--- config.mk ---
export PLATFORM = sky130hd
export DESIGN_NAME = vexec_unit_flat
export DESIGN_NICKNAME = d
export VERILOG_FILES = /design/src/rtl/vexec_if.sv /design/src/rtl/vexec_unit.sv /design/src/flat_wrapper.sv
export SDC_FILE = /design/constraint.sdc
export NUM_CORES = 2
export LEC_CHECK = 0
export CAP_MARGIN = 30
export CORE_ASPECT_RATIO = 2
export CORE_MARGIN = 4
export CORE_UTILIZATION = 58
export CTS_CLUSTER_DIAMETER = 150
export CTS_CLUSTER_SIZE = 8
export DETAILED_ROUTE_END_ITERATION = 12
export HOLD_SLACK_MARGIN = 0.08
export PLACE_DENSITY = 0.83
export SLEW_MARGIN = 15
export SYNTH_ARGS = -nofsm -noshare
export SYNTH_HDL_FRONTEND = slang
export SYNTH_SLANG_ARGS = --single-unit
--- constraint.sdc ---
create_clock -name clk -period 20.1 [get_ports clk]
set_input_delay 5.025 -clock clk [delete_from_list [all_inputs] [get_ports clk]]
set_output_delay 5.025 -clock clk [all_outputs]
set_load 0.005 [all_outputs]
--- src/rtl/vexec_if.sv ---
// Handshake and data bundle between the control unit / register file and
// the lane-serial vector execute stage. The sat signal exists only when
// VEXEC_SAT_EN is defined.
interface vexec_if;
  logic        start;
  logic        vector_op;
  logic [2:0]  vector_size;
  logic [2:0]  alu_ctrl;
  logic [3:0]  wa_in;
  logic [31:0] a0, a1, a2, a3, a4;
  logic [31:0] b0, b1, b2, b3, b4;
  logic        busy;
  logic        done;
  logic        we3;
  logic [3:0]  wa3;
  logic [31:0] wd1, wd2, wd3, wd4, wd5;
`ifdef VEXEC_SAT_EN
  logic        sat;
`endif

  modport master (
    output start, vector_op, vector_size, alu_ctrl, wa_in,
           a0, a1, a2, a3, a4, b0, b1, b2, b3, b4,
    input  busy, done, we3, wa3, wd1, wd2, wd3, wd4, wd5
`ifdef VEXEC_SAT_EN
    , sat
`endif
  );

  modport slave (
    input  start, vector_op, vector_size, alu_ctrl, wa_in,
           a0, a1, a2, a3, a4, b0, b1, b2, b3, b4,
    output busy, done, we3, wa3, wd1, wd2, wd3, wd4, wd5
`ifdef VEXEC_SAT_EN
    , sat
`endif
  );
endinterface

--- src/rtl/vexec_unit.sv ---
// Lane-serial vector execute stage. Latches two operand vectors, computes
// one lane per cycle in RUN, then issues a single write-back cycle.
// Optional feature macro: VEXEC_SAT_EN (signed-saturating ADD/SUB plus sat flag).
module vexec_unit #(
  parameter int MAX_LANES = 5,
  parameter int OPW       = 3
) (
  input  logic   clk,
  input  logic   reset,
  vexec_if.slave bus
);

  typedef enum logic [1:0] {IDLE, RUN, WRITE} state_t;

  state_t         r_state;
  state_t         w_next;
  logic [31:0]    r_a   [MAX_LANES];
  logic [31:0]    r_b   [MAX_LANES];
  logic [31:0]    r_res [MAX_LANES];
  logic [OPW-1:0] r_op;
  logic [3:0]     r_wa;
  logic [3:0]     r_wa3;
  logic [2:0]     r_n;
  logic [2:0]     r_idx;
  logic           r_satAny;

  logic           w_accept;
  logic [2:0]     w_nIn;
  logic           w_lastLane;
  logic [31:0]    w_opA;
  logic [31:0]    w_opB;
  logic [31:0]    w_sum;
  logic [31:0]    w_diff;
  logic [31:0]    w_lane;
  logic           w_laneSat;

  assign w_accept   = (r_state == IDLE) && bus.start && bus.vector_op;
  assign w_nIn      = (bus.vector_size > 3'(MAX_LANES)) ? 3'(MAX_LANES) : bus.vector_size;
  assign w_lastLane = (r_idx == (r_n - 3'd1));
  assign w_opA      = r_a[r_idx];
  assign w_opB      = r_b[r_idx];
  assign w_sum      = w_opA + w_opB;
  assign w_diff     = w_opA - w_opB;

  // Per-lane ALU: evaluates the currently indexed lane pair.
  always_comb begin
    w_lane    = '0;
    w_laneSat = 1'b0;
    case (r_op)
      3'b000: begin
        w_lane = w_sum;
`ifdef VEXEC_SAT_EN
        if ((w_opA[31] == w_opB[31]) && (w_sum[31] != w_opA[31])) begin
          w_lane    = w_opA[31] ? 32'h8000_0000 : 32'h7FFF_FFFF;
          w_laneSat = 1'b1;
        end
`endif
      end
      3'b001: begin
        w_lane = w_diff;
`ifdef VEXEC_SAT_EN
        if ((w_opA[31] != w_opB[31]) && (w_diff[31] != w_opA[31])) begin
          w_lane    = w_opA[31] ? 32'h8000_0000 : 32'h7FFF_FFFF;
          w_laneSat = 1'b1;
        end
`endif
      end
      3'b010:  w_lane = w_opA & w_opB;
      3'b011:  w_lane = w_opA | w_opB;
      3'b100:  w_lane = w_opA * w_opB;
      3'b101:  w_lane = w_opA ^ w_opB;
      default: w_lane = '0;
    endcase
  end

  // Next-state logic: zero-length vectors skip RUN, RUN ends on the last active lane.
  always_comb begin
    w_next = r_state;
    case (r_state)
      IDLE:    if (w_accept) w_next = (w_nIn == 3'd0) ? WRITE : RUN;
      RUN:     if (w_lastLane) w_next = WRITE;
      WRITE:   w_next = IDLE;
      default: w_next = IDLE;
    endcase
  end

  // State register.
  always_ff @(posedge clk or posedge reset) begin
    if (reset) r_state <= IDLE;
    else       r_state <= w_next;
  end

  // Operand capture, lane-by-lane result accumulation and destination latch.
  always_ff @(posedge clk or posedge reset) begin
    if (reset) begin
      for (int i = 0; i < MAX_LANES; i++) begin
        r_a[i]   <= '0;
        r_b[i]   <= '0;
        r_res[i] <= '0;
      end
      r_op     <= '0;
      r_wa     <= '0;
      r_wa3    <= '0;
      r_n      <= '0;
      r_idx    <= '0;
      r_satAny <= 1'b0;
    end else begin
      case (r_state)
        IDLE: begin
          if (w_accept) begin
            r_a[0] <= bus.a0; r_a[1] <= bus.a1; r_a[2] <= bus.a2; r_a[3] <= bus.a3; r_a[4] <= bus.a4;
            r_b[0] <= bus.b0; r_b[1] <= bus.b1; r_b[2] <= bus.b2; r_b[3] <= bus.b3; r_b[4] <= bus.b4;
            for (int i = 0; i < MAX_LANES; i++) r_res[i] <= '0;
            r_op     <= bus.alu_ctrl;
            r_wa     <= bus.wa_in;
            r_wa3    <= (w_nIn == 3'd0) ? bus.wa_in : 4'd0;
            r_n      <= w_nIn;
            r_idx    <= '0;
            r_satAny <= 1'b0;
          end
        end
        RUN: begin
          r_res[r_idx] <= w_lane;
          r_idx        <= r_idx + 3'd1;
          r_satAny     <= r_satAny | w_laneSat;
          if (w_lastLane) r_wa3 <= r_wa;
        end
        default: ;
      endcase
    end
  end

  assign bus.busy = (r_state != IDLE);
  assign bus.done = (r_state == WRITE);
  assign bus.we3  = (r_state == WRITE) && (r_n != 3'd0);
  assign bus.wa3  = r_wa3;
  assign bus.wd1  = r_res[0];
  assign bus.wd2  = r_res[1];
  assign bus.wd3  = r_res[2];
  assign bus.wd4  = r_res[3];
  assign bus.wd5  = r_res[4];
`ifdef VEXEC_SAT_EN
  assign bus.sat  = (r_state == WRITE) && r_satAny;
`endif

endmodule
--- src/flat_wrapper.sv ---
// flat-port wrapper written by rule: the top's interface ports become plain ports
module vexec_unit_flat 
#(
  parameter int MAX_LANES = 5,
  parameter int OPW       = 3
)
  (clk, reset, bus_start, bus_vector_op, bus_vector_size, bus_alu_ctrl, bus_wa_in, bus_a0, bus_a1, bus_a2, bus_a3, bus_a4, bus_b0, bus_b1, bus_b2, bus_b3, bus_b4, bus_busy, bus_done, bus_we3, bus_wa3, bus_wd1, bus_wd2, bus_wd3, bus_wd4, bus_wd5);
  vexec_if bus_i ();
  input  logic clk;
  input  logic reset;
  input wire logic [$bits(bus_i.start)-1:0] bus_start;
  input wire logic [$bits(bus_i.vector_op)-1:0] bus_vector_op;
  input wire logic [$bits(bus_i.vector_size)-1:0] bus_vector_size;
  input wire logic [$bits(bus_i.alu_ctrl)-1:0] bus_alu_ctrl;
  input wire logic [$bits(bus_i.wa_in)-1:0] bus_wa_in;
  input wire logic [$bits(bus_i.a0)-1:0] bus_a0;
  input wire logic [$bits(bus_i.a1)-1:0] bus_a1;
  input wire logic [$bits(bus_i.a2)-1:0] bus_a2;
  input wire logic [$bits(bus_i.a3)-1:0] bus_a3;
  input wire logic [$bits(bus_i.a4)-1:0] bus_a4;
  input wire logic [$bits(bus_i.b0)-1:0] bus_b0;
  input wire logic [$bits(bus_i.b1)-1:0] bus_b1;
  input wire logic [$bits(bus_i.b2)-1:0] bus_b2;
  input wire logic [$bits(bus_i.b3)-1:0] bus_b3;
  input wire logic [$bits(bus_i.b4)-1:0] bus_b4;
  output wire logic [$bits(bus_i.busy)-1:0] bus_busy;
  output wire logic [$bits(bus_i.done)-1:0] bus_done;
  output wire logic [$bits(bus_i.we3)-1:0] bus_we3;
  output wire logic [$bits(bus_i.wa3)-1:0] bus_wa3;
  output wire logic [$bits(bus_i.wd1)-1:0] bus_wd1;
  output wire logic [$bits(bus_i.wd2)-1:0] bus_wd2;
  output wire logic [$bits(bus_i.wd3)-1:0] bus_wd3;
  output wire logic [$bits(bus_i.wd4)-1:0] bus_wd4;
  output wire logic [$bits(bus_i.wd5)-1:0] bus_wd5;
  assign bus_i.start = bus_start;
  assign bus_i.vector_op = bus_vector_op;
  assign bus_i.vector_size = bus_vector_size;
  assign bus_i.alu_ctrl = bus_alu_ctrl;
  assign bus_i.wa_in = bus_wa_in;
  assign bus_i.a0 = bus_a0;
  assign bus_i.a1 = bus_a1;
  assign bus_i.a2 = bus_a2;
  assign bus_i.a3 = bus_a3;
  assign bus_i.a4 = bus_a4;
  assign bus_i.b0 = bus_b0;
  assign bus_i.b1 = bus_b1;
  assign bus_i.b2 = bus_b2;
  assign bus_i.b3 = bus_b3;
  assign bus_i.b4 = bus_b4;
  assign bus_busy = bus_i.busy;
  assign bus_done = bus_i.done;
  assign bus_we3 = bus_i.we3;
  assign bus_wa3 = bus_i.wa3;
  assign bus_wd1 = bus_i.wd1;
  assign bus_wd2 = bus_i.wd2;
  assign bus_wd3 = bus_i.wd3;
  assign bus_wd4 = bus_i.wd4;
  assign bus_wd5 = bus_i.wd5;
  vexec_unit #(.MAX_LANES(MAX_LANES), .OPW(OPW)) u_core (.clk(clk), .reset(reset), .bus(bus_i));
endmodule
# Word-level counts from Yosys, hierarchy flattened
# Cells that the tools add are included.
dict set report totals {
  ff_bits 499
  input_bits 334
  output_inout_bits 167
}
dict set report classes {
  add_sub_neg 4
  multipliers 1
  order_cmp 3
  n_eq_ne 10
  mux 23
  bitwise 4
  n_reduce_logical 14
}
# cell n
set ops {}
lappend ops {{160-bit case mux with 2 select lines} 1}
lappend ops {{32-bit binary-select mux with 3-bit select} 2}
lappend ops {{32-bit case mux with 6 select lines} 1}
lappend ops {{160-bit bitwise mux} 1}
lappend ops {{160-bit 2-to-1 mux} 1}
lappend ops {{32-bit 2-to-1 mux} 5}
lappend ops {{32-bit demux with 3-bit select} 1}
lappend ops {{32-bit adder} 1}
lappend ops {{32-bit AND} 1}
lappend ops {{32-bit by 32-bit multiplier with 32-bit output} 1}
lappend ops {{32-bit bitwise OR} 1}
lappend ops {{32-bit subtractor} 1}
lappend ops {{32-bit XOR} 1}
lappend ops {{4-bit 2-to-1 mux} 3}
lappend ops {{4-bit case mux with 2 select lines} 1}
lappend ops {{3-bit by 2-bit equality test with 1-bit output (second input constant)} 2}
lappend ops {{3-bit equality test (second input constant)} 2}
lappend ops {{3-bit logical NOT} 2}
lappend ops {{2-bit 2-to-1 mux} 3}
lappend ops {{3-bit 2-to-1 mux} 2}
lappend ops {{3-bit case mux with 2 select lines} 1}
lappend ops {{2-bit AND reduction} 3}
lappend ops {{4-bit greater-or-equal comparator (second input constant)} 1}
lappend ops {{1-bit logical AND} 4}
lappend ops {{other kinds (15)} 17}

# Depth between registers and ports, before layout
dict set report logic_depth {
  depth_word 8
  ltp_mapped 38
  mapped_depth_nobuf 31
}

# Worst setup path before layout
# OpenSTA, ideal clock, no wires.
dict set report synth_path {
  path_kind {flip-flop to flip-flop}
  from {register u_core.r_idx[1]}
  to {register u_core.r_res, in the netlist u_core.bus.wd2[29]}
  setup_ns 0.157
  t_arrival_ns 8.742
  required_ns 19.943
  slack_ns 11.201
  stages_incl_launch_ff 34
  n_path_buf 6
  period_less_slack_ns 8.899
  cell_sequence {dfrtp_1 buf_6 buf_6 buf_8 buf_6 buf_6 mux2_2 a22oi_1 o22a_1 clkbuf_1 nor2_1 fa_1 inv_1 fa_1 fa_1 fa_1 inv_1 fa_1 inv_1 fa_1 inv_1 fa_1 fa_1 ha_1 a21o_1 a21o_1 a221o_1 or3_1 o211ai_1 a21boi_0 nor3_1 nor3_1 a2111oi_0 o21ai_0}
}
dict set report synth_between {
  elab_chain_len 8
}
# item line
set synth_rtl {}
lappend synth_rtl {{from (decl)} vexec_unit.sv:24} ;# logic [2:0] r_idx;
lappend synth_rtl {{from (signal assigned)} vexec_unit.sv:124} ;# r_idx <= r_idx + 3'd1;
lappend synth_rtl {{3-bit inverter with 4-bit output (not written as such) *} {vexec_unit.sv:40, vexec_unit.sv:41, vexec_unit.sv:123}}
lappend synth_rtl {{32-bit binary-select mux with 3-bit select, on equally long branches} {vexec_unit.sv:40, vexec_unit.sv:41}}
lappend synth_rtl {{32-bit 2-to-1 mux, on equally long branches (2 in series)} {vexec_unit.sv:40, vexec_unit.sv:41}}
lappend synth_rtl {{32-bit by 32-bit multiplier with 32-bit output, or another cell as far along} vexec_unit.sv:70} ;# 3'b100: w_lane = w_opA * w_opB;
lappend synth_rtl {{32-bit case mux with 6 select lines} vexec_unit.sv:49} ;# case (r_op)
lappend synth_rtl {{160-bit bitwise mux *} vexec_unit.sv:123} ;# r_res[r_idx] <= w_lane;
lappend synth_rtl {{160-bit case mux with 2 select lines *} vexec_unit.sv:108} ;# case (r_state)
lappend synth_rtl {{to (signal, indexed assignment)} vexec_unit.sv:123}
lappend synth_rtl {{to (decl)} vexec_unit.sv:19} ;# logic [31:0] r_res [MAX_LANES];
# Every way passes the cells marked *; elsewhere a longest branch is shown, timed or not. The select of a mux whose other input is x is not followed.
# A chain may end at the register's enable or synchronous reset.

# Worst setup path in the final report
dict set report layout_path {
  from {register u_core.r_idx[1]}
  to {register u_core.r_res, in the netlist u_core.bus.wd5[27]}
}
# Same word-level chain as after synthesis.

==> results.py <==
metrics = {
    "clocking": {
        "cts-resized-gates": 0,
        "clk_latency_ps": 650,
        "cts_setup_buffers": 0,
        "clock-root-buffer": "clkbuf_16",
        "ctsLongestPathBuffers": 3,
        "cts_hold_buf": 0,
        "cts_buffers": 72,
        "cts_tree": "done",
        "clock_sinks": 499,
        "clk_pin_slew_ps": 50,
        "htree_levels": 3,
    },
    "timing": {
        "finClkSkew_ps": 53.04,
        "finalCritPeriodShare_pct": 57.74,
        "rsz0062_at_grt": "no",
        "hold_viol_final": 0,
        "clock.fmax_mhz": 86.16,
        "worst_pin_slew_ps": 1246,
        "tns_ps": 0,
        "maxSlewViolCount": 0,
        "slew-limit-headroom_pct": 16.95,
        "post-route-min-period_ps": 11610,
        "finalSetupViolCount": 0,
        "setup_slack_ps": 8494,
    },
    "synthesis": {
        "synth_largest_area_cell": "dfrtp_1",
        "synth_ff_type": "dfrtp_1",
        "ys_seq_area_share_pct": 30.85,
        "yosysMostFrequentCell": "nand2_1",
        "async_reset_ff_share_pct": 100.0,
        "synth_area_leaders": "dfrtp_1, fa_1, nand2_1",
        "syn_avg_cell_area_um2": 8.632,
        "synthTopCellsByCount": "nand2_1, dfrtp_1, inv_1",
        "ys.warnings.count": 0,
        "synth_edf_count": 0,
        "ys_seq_elements": 499,
        "synth_nets": 5654,
        "synth_cell_types": 82,
        "synth_area_um2": 40480,
        "yosys.area.top_type_share_pct": 30.85,
        "syn_inst": 4689,
    },
    "setup_path": {
        "crit_top_cell": "fa_1",
        "cpMaxStageDelayCell": "and2_1",
        "r2r-start": "u_core.r_idx[1]",
        "r2r_cells": 31,
        "cp_slowest_stage_delay_ps": 770,
        "crit_path_end_kind": "flop",
        "rrSetupSlack_ps": 8490,
        "crit_fanout": 43,
        "crit_arrival_ps": 12080,
        "critPathRequiredTime_ps": 20580,
        "critPathLaunchType": "flop",
        "r2r_end": "u_core.bus.wd5[27]",
        "crit_type": "reg2reg",
    },
    "routing": {
        "wl_per_cell_um": 28.26,
        "vias": 37330,
        "vias_per_cell": 6.213,
        "wirelength_um": 169800,
        "ant_nets": 0,
        "remaining_drc_errors": 0,
        "drt_iter0_markers": 3643,
        "drt_first_pass_iters": 6,
    },
    "placement": {
        "io_buffers": 500,
        "gp_congestion": 1.069,
        "place_ws_ps": 8703,
        "dpl.hpwl_um": 125400,
        "placed_cell_area_um2": 46300,
    },
    "floorplanning": {
        "initial_core_util_pct": 58.73,
        "die-height_um": 381.6,
        "io_pins": 501,
        "fp-row-count": 136,
        "dieArea_um2": 74340,
        "dieWidth_um": 194.8,
        "core_area_um2": 68920,
    },
    "global_routing": {
        "grt_start_max_net_pins": 198,
        "grt_first_pass_wirelength_um": 247100,
        "grt_antenna_before_repair": 14,
        "overflow": 0,
        "grt.total_usage_pct": 45.12,
        "grt_pass1_vias": 39350,
    },
    "hold_path": {
        "min_path_type": "reg2reg",
        "hold_start": "u_core.r_b[56]",
        "holdPathEnd": "u_core.r_b[56]",
        "worstHoldPathCells": 2,
    },
    "layout": {
        "syn_to_final_growth_pct": 19.65,
        "drive_gt1_share_pct": 5.355,
        "fin_nets": 6054,
        "fin_area_um2": 48430,
    },
    "flow_run": {
        "drv_cap": 0,
    },
    "outcome": {
        "status": "complete, no violations",
    },
}
-- critical path, delay by kind of cell, from the launching register on --
| kind | cells | cell delay (ps) |
|---|---|---|
| adders and majority gates | 10 | 4450 |
| DFF | 1 | 730 |
| xor gates and xnor gates | 1 | 90 |
| AOI/OAI and AO/OA | 8 | 2320 |
| and+or+nand+nor | 4 | 1300 |
| buffers and inverters | 8 | 2420 |
-- layer usage --
metal	global-route usage (%)	vias up	routed length [um]
met5	0	-	0
met4	43.72	0	21710
met3	10.12	958	15030
met2	73.89	2669	80780
met1	46.94	18040	52250
li1	-	15660	-
-- kinds of logic (layout without fill, tap and decap cells) --
group                    count (synthesis)  count (layout)  share of synthesized area, %
AND/OR/NAND/NOR                       1994            1994                         19.70
buffers and inverters                  740            1149                         7.190
adder cells (fa/ha/maj)                631             631                         27.09
AO/OA/AOI/OAI                          592             592                         9.477
flip-flops                             499             499                         30.85
XOR/XNOR                               139             139                         3.144
multiplexers                            94              94                         2.550
other                                    0              13                             0
-- area by class of cell --
class | count | area, um^2
Tap cell | 897 | 1122
Timing Repair Buffer | 591 | 5793
Clock buffer | 75 | 1813
Sequential cell | 499 | 12500
Multi-Input combinational cell | 3450 | 25220
Antenna cell | 13 | 32.53
Fill cell | 5304 | 20480
Inverter | 475 | 1790
Clock inverter | 8 | 162.7
-- cell usage in the layout, fill, tap and decap left out, types with 13 or more instances in the layout --
master              n
nand2_1          1292
clkdlybuf4s50_1   500
dfrtp_1           495
inv_1             448
nor2_1            416
fa_1              409
ha_1              222
o21ai_0           188
nand3_1           170
a21oi_1           118
xnor2_1           111
a22oi_1            86
buf_4              82
clkbuf_16          72
mux2i_1            48
mux2_2             42
a21o_1             41
nor3_1             29
xor2_1             24
clkinv_1           19
o22a_1             19
nand2b_1           14
diode_2            13
-- sequential cells by signal, indices dropped and copies added, names as in the netlist --
| name | flops |
|---|---|
| u_core.r_idx | 3 |
| u_core.bus.wd2 | 32 |
| u_core.r_state | 2 |
| u_core.r_n | 3 |
| u_core.r_op | 3 |
| u_core.bus.wa3 | 4 |
| u_core.bus.wd1 | 32 |
| u_core.bus.wd4 | 32 |
| u_core.r_a | 160 |
| u_core.r_b | 160 |
| u_core.r_wa | 4 |
| u_core.bus.wd3 | 32 |
| u_core.bus.wd5 | 32 |
-- worst max-delay path by stage --
| stage | from | end | slack (ps) |
|---|---|---|---|
| 3_5_place_dp | u_core.r_idx[1] | u_core.bus.wd2[31] | 8700 |
| 3_3_place_gp | u_core.r_idx[1] | u_core.bus.wd2[31] | 8830 |
| 5_1_grt | u_core.r_idx[1] | u_core.bus.wd2[31] | 8100 |
| 2_1_floorplan | reset | u_core.bus.wa3[0] | 1140 |
| 6_report | u_core.r_idx[1] | u_core.bus.wd5[27] | 8490 |
| 4_1_cts | u_core.r_idx[1] | u_core.bus.wd2[31] | 8710 |
-- metrics by stage --
step	hold slack, ps	utilization [%]	instances
after floorplan	438.5	-	4689
after global placement	452.4	67.15	5903
after detailed placement	456.8	67.18	5907
after CTS	468.6	70.05	5990
after global routing	489.9	70.26	6004
final	467.6	70.28	6008
Power is not shown: default switching activity piles up to over one toggle a cycle in this logic, so the estimate is an artifact.
